===== config.mk =====
export PLATFORM = sky130hd
export DESIGN_NAME = regfile_wb_arbiter
export DESIGN_NICKNAME = d
export VERILOG_FILES = /design/src/rtl/regfile_wb_arbiter_pkg.sv /design/src/rtl/regfile_wb_arbiter_rr_arbiter.sv /design/src/rtl/regfile_wb_arbiter.sv
export SDC_FILE = /design/constraint.sdc
export NUM_CORES = 1
export LEC_CHECK = 0
export ABC_AREA = 1
export CAP_MARGIN = 20
export CORE_UTILIZATION = 40
export CTS_CLUSTER_DIAMETER = 200
export DETAILED_ROUTE_END_ITERATION = 6
export DONT_BUFFER_PORTS = 1
export SLEW_MARGIN = 20
export SYNTH_ARGS = -nofsm -noshare
export SYNTH_HDL_FRONTEND = slang
export SYNTH_SLANG_ARGS = --single-unit

===== constraint.sdc =====
create_clock -name clk -period 3.5 [get_ports clk]
set_input_delay 0.175 -clock clk [delete_from_list [all_inputs] [get_ports clk]]
set_output_delay 0.175 -clock clk [all_outputs]
set_load 0.02 [all_outputs]

===== src/rtl/regfile_wb_arbiter_pkg.sv =====
// Shared register-file writeback types and constants.
// Used by regfile_wb_arbiter; bypass build option: REGFILE_WB_BYPASS_EN.
package regfile_pkg;

    typedef logic [4:0] reg_idx_t;

    localparam int REG_ZERO  = 0;
    localparam int REG_V0    = 2;
    localparam int REG_COUNT = 32;
    localparam int DATA_W    = 32;

endpackage


===== src/rtl/regfile_wb_arbiter_rr_arbiter.sv =====
// Round-robin arbiter: one-hot grant, pointer advances past the winner.
// Reusable for any N-way single-port sharing.
module rr_arbiter #(
    parameter int N = 3
) (
    input  logic         clk,
    input  logic         reset,
    input  logic [N-1:0] req_i,
    output logic [N-1:0] grant_o
);

    localparam int PW = (N > 1) ? $clog2(N) : 1;

    logic [PW-1:0] ptr_q;
    logic [PW-1:0] ptr_d;
    logic          found;

    // Two passes: from the pointer upward, then wrap to the low indices.
    always_comb begin
        grant_o = '0;
        ptr_d   = ptr_q;
        found   = 1'b0;
        for (int i = 0; i < N; i++) begin
            if (!found && req_i[i] && i >= int'(ptr_q)) begin
                found      = 1'b1;
                grant_o[i] = 1'b1;
                ptr_d      = (i == N - 1) ? '0 : PW'(i + 1);
            end
        end
        for (int i = 0; i < N; i++) begin
            if (!found && req_i[i] && i < int'(ptr_q)) begin
                found      = 1'b1;
                grant_o[i] = 1'b1;
                ptr_d      = (i == N - 1) ? '0 : PW'(i + 1);
            end
        end
    end

    always_ff @(posedge clk) begin
        if (reset) begin
            ptr_q <= '0;
        end else begin
            ptr_q <= ptr_d;
        end
    end

endmodule


===== src/rtl/regfile_wb_arbiter.sv =====
// Writeback port arbiter with pending-write scoreboard for the register file.
// Define REGFILE_WB_BYPASS_EN to add same-cycle forwarding lookups.
module regfile_wb_arbiter
    import regfile_pkg::*;
#(
    parameter int NUM_REQ = 3,
    parameter int DATA_W  = 32,
    parameter int ADDR_W  = 5
) (
    input  logic                      clk,
    input  logic                      reset,
    input  logic [NUM_REQ-1:0]        req_valid,
    output logic [NUM_REQ-1:0]        req_ready,
    input  logic [NUM_REQ*ADDR_W-1:0] req_reg,
    input  logic [NUM_REQ*DATA_W-1:0] req_data,
    input  logic                      claim_valid,
    input  logic [ADDR_W-1:0]         claim_reg,
    output logic                      regwrite,
    output logic [ADDR_W-1:0]         writereg,
    output logic [DATA_W-1:0]         writedata,
    output logic [REG_COUNT-1:0]      pending,
`ifdef REGFILE_WB_BYPASS_EN
    input  logic [ADDR_W-1:0]         lookup_reg1,
    input  logic [ADDR_W-1:0]         lookup_reg2,
    output logic                      fwd_hit1,
    output logic                      fwd_hit2,
    output logic [DATA_W-1:0]         fwd_data1,
    output logic [DATA_W-1:0]         fwd_data2,
`endif
    output logic                      busy
);

    logic [NUM_REQ-1:0]   req_m;
    logic [NUM_REQ-1:0]   grant;
    logic                 hs;
    logic [ADDR_W-1:0]    win_reg;
    logic [DATA_W-1:0]    win_data;
    logic                 win_real;

    logic                 regwrite_q;
    logic [ADDR_W-1:0]    writereg_q;
    logic [DATA_W-1:0]    writedata_q;
    logic [REG_COUNT-1:0] pending_q;
    logic [REG_COUNT-1:0] pending_d;

    assign req_m = reset ? '0 : req_valid;

    rr_arbiter #(
        .N (NUM_REQ)
    ) u_arb (
        .clk     (clk),
        .reset   (reset),
        .req_i   (req_m),
        .grant_o (grant)
    );

    assign req_ready = grant;
    assign hs        = |grant;

    always_comb begin
        win_reg  = '0;
        win_data = '0;
        for (int i = 0; i < NUM_REQ; i++) begin
            if (grant[i]) begin
                win_reg  = req_reg[i*ADDR_W +: ADDR_W];
                win_data = req_data[i*DATA_W +: DATA_W];
            end
        end
    end

    assign win_real = hs && (win_reg != ADDR_W'(REG_ZERO));

    // Claim is applied after the clear so a same-edge claim wins.
    always_comb begin
        pending_d = pending_q;
        if (hs) begin
            pending_d[win_reg] = 1'b0;
        end
        if (claim_valid) begin
            pending_d[claim_reg] = 1'b1;
        end
        pending_d[REG_ZERO] = 1'b0;
    end

    always_ff @(posedge clk) begin
        if (reset) begin
            regwrite_q  <= 1'b0;
            writereg_q  <= '0;
            writedata_q <= '0;
            pending_q   <= '0;
        end else begin
            regwrite_q <= win_real;
            pending_q  <= pending_d;
            if (win_real) begin
                writereg_q  <= win_reg;
                writedata_q <= win_data;
            end
        end
    end

    assign regwrite  = regwrite_q;
    assign writereg  = writereg_q;
    assign writedata = writedata_q;
    assign pending   = pending_q;
    assign busy      = |pending_q;

`ifdef REGFILE_WB_BYPASS_EN
    assign fwd_hit1  = regwrite_q && (writereg_q == lookup_reg1)
                       && (lookup_reg1 != ADDR_W'(REG_ZERO));
    assign fwd_hit2  = regwrite_q && (writereg_q == lookup_reg2)
                       && (lookup_reg2 != ADDR_W'(REG_ZERO));
    assign fwd_data1 = fwd_hit1 ? writedata_q : '0;
    assign fwd_data2 = fwd_hit2 ? writedata_q : '0;
`endif

endmodule

==> results.cfg <==
[sta]
rsz0062_at_grt = no
setup_viol = 0
tightest_slew_ns = 0.936
maxSlewViolCount = 0
finalSetupTns_ns = 0
worst_slack_ns = 0.496
relSlewSlack = 0.371
fin_crit_sh = 0.858
min_period_ns = 3.00
fmax_mhz = 333
hold_viol_final = 0
fin_worst_skew_ns = 0.00865

[synth]
netlist_area_um2 = 4010
synth_edf_count = 0
synth_seq_cells = 71
yosys_warnings = 0
synthAdderAreaFrac = 0
yosysSeqAreaShare = 0.354
synth_flop_cell = dfxtp_1
synth_top_family_by_area = simple AND/OR/NAND/NOR gates
synth_cell_type_count = 29
synthCells = 625
synth_xor_area_frac = 0
async_flop_share = 0
synthSimpleGateAreaFrac = 0.500
muxShareOfSynthArea = 0
synth_compound_area_frac = 0.0748
syn-mean-instance-area_um2 = 6.42
syn_nets = 747

[critical_path]
cp_data_required_time_ns = 3.75
start_kind = flip-flop
crit_type = reg2reg
crit_fanout = 29
arrival_ns = 3.25
end_kind = flip-flop

[die]
fp.dieH_um = 102
die_x_um = 102
start_util = 0.412
io_pins = 196
core_area_um2 = 9730
row_count = 36
dieArea_um2 = 10400

[power]
peakVddDrop_mv = 0.209
pwr-share-seq = 0.434
power_frac_clock = 0.347
swShare = 0.344
intPower_uw = 1530
p_leak_uw = 0.00179
switching_power_uw = 805
power_frac_comb = 0.219
powerDensity_nw_per_um2 = 544

[clock_network]
cts_buffer_depth = 2
cts_tree = done
clk_latency_ns = 0.35
cts_htree_levels = 3
cts-root-buf = clkbuf_8
post-cts-setup-buffers = 0
cts_buffers = 9
clock-sinks = 71
clk_pin_slew_ns = 0.08

[routing]
wl_um = 12200
vias = 4019
viasPerCell = 5.36
wire_per_inst_um = 16.2
ant_nets = 0
drtIter0Drc = 240
first_pass_iters = 5
route.detailed.drc = 0

[grt]
antenna_found_initial = 0
overflow = 0
grt.total_usage = 0.235
grt_pass1_wl_um = 18700
grt_max_degree = 36
grt_pass1_vias = 3874

[finish]
fin_nets = 735
area_growth_pct = 7.05
drive_gt1_frac = 0.0940
fillers = 1048
final_area_um2 = 4300
diodes = 0

[placement]
dp_hpwl_um = 8920
placedInstanceArea_um2 = 4050
portBuffers = 0
pre_cts_slack_ns = 0.525
gp_congestion = 0.862

[worst_hold_path]
worstHoldPathType = in2reg

[flow_run]
maxCapViolations = 0

[run_status]
status = finished, final reports clean
worst paths after layout:
| path | slack [ns] | cells after the start | from | end |
|---|---|---|---|---|
| max | 0.50 | 15 | u_arb.ptr_q[0]$_SDFFE_PP0P_ | writedata[28]$_SDFFE_PP0P_ |
| min | 0.05 | 3 | claim_reg[2] | pending[17]$_SDFF_PP0_ |
| max reg2reg | 0.50 | 15 | u_arb.ptr_q[0]$_SDFFE_PP0P_ | writedata[28]$_SDFFE_PP0P_ |
| min reg2reg | 0.58 | 2 | pending[16]$_SDFF_PP0_ | pending[16]$_SDFF_PP0_ |
power by group through the flow:
stage	combinational (uW)	sequential, uW	clock (uW)
2_1_floorplan	428	1010	0
3_3_place_gp	494	1030	0
3_5_place_dp	507	1040	0
4_1_cts	516	1020	828
5_1_grt	585	1020	872
6_report	512	1010	811
registers in the layout, indices dropped and copies added, names as in the netlist:
register     count
regwrite         1
pending         31
u_arb.ptr_q      2
writedata       32
writereg         5
cells in the final DEF, fill, tap and decap left out, drive strengths merged, types with 10 or more instances in the layout:
cell,Yosys,layout
a21oi,38,38
clkbuf,11,10
dfxtp,71,71
inv,22,22
nand2,239,239
nand3,58,58
nand3b,33,33
nor2,90,90
nor3,11,11
o21ai,17,17
cells in the mapped netlist (2+ instances only):
cell	number	area [um^2]
nor2_4	5	56.3
nand2_1	227	852
nor2_2	6	37.5
nand2_4	2	22.5
nand2_2	10	62.6
clkbuf_1	11	41.3
nor4_1	7	43.8
o21ai_0	17	85.1
nor3_1	11	55.1
dfxtp_1	71	1420
nand3_1	56	280
nor2_1	79	297
inv_1	15	56.3
inv_2	7	26.3
a21oi_1	37	185
buf_2	5	25.0
nand3b_1	33	248
nand4_1	2	12.5
buf_6	8	90.1
buf_1	5	18.8
buf_4	3	22.5
final cells by class:
class | instances | area [um^2] | area share
repair buffers | 9 | 65.1 | 0.0151
multi-input cells | 500 | 2320 | 0.539
well taps | 133 | 166 | 0.0387
clock buffers | 10 | 138 | 0.0320
flip-flops and latches | 71 | 1420 | 0.331
inverters | 22 | 82.6 | 0.0192
clock inverters | 5 | 106 | 0.0248
cell families (layout without fill, tap and decap cells):
family	after synthesis	in the layout
buffers and inverters	54	46
AOI/OAI and AO/OA	58	58
other	1	1
DFF	71	71
and+or+nand+nor	441	441
per-layer routing:
layer | vias to the layer above | routed length (um) | GRT usage | part of all wire
met5 | - | 0 | 0 | 0
met4 | 0 | 229 | 0.0879 | 0.019
met3 | 13 | 1170 | 0.0807 | 0.096
met2 | 177 | 5640 | 0.391 | 0.46
met1 | 1835 | 5140 | 0.279 | 0.42
li1 | 1994 | - | - | -
through the flow:
stage	cells	utilization	hold slack, ns	total power [uW]
detailed placement	734	0.416	0.248	1540
global placement	734	0.416	0.247	1530
floorplan	625	-	0.366	1440
finish	750	0.441	0.0452	2340
CTS	750	0.442	0.0327	2360
global route	750	0.441	0.0342	2480
timing repair:
action	in CTS	in global routing
hold buffers	1	0
endpoints found under the hold margin	34	0
resized for setup	0	0
critical path: stages (launching register included):
cell and delay (ns):
dfxtp_1 0.41, nor2_1 0.07, nand2_1 0.17, nand2_2 0.10, nor2_4 0.13, nand3_2 0.10, nand2_4 0.23, buf_4 0.32
nand2_1 0.08, nand2_1 0.07, nand2_1 0.12, nor2_4 0.61, buf_4 0.26, nand3b_1 0.09, nand2_1 0.09, nor2_1 0.04
Power figures use the tool's default switching activity.
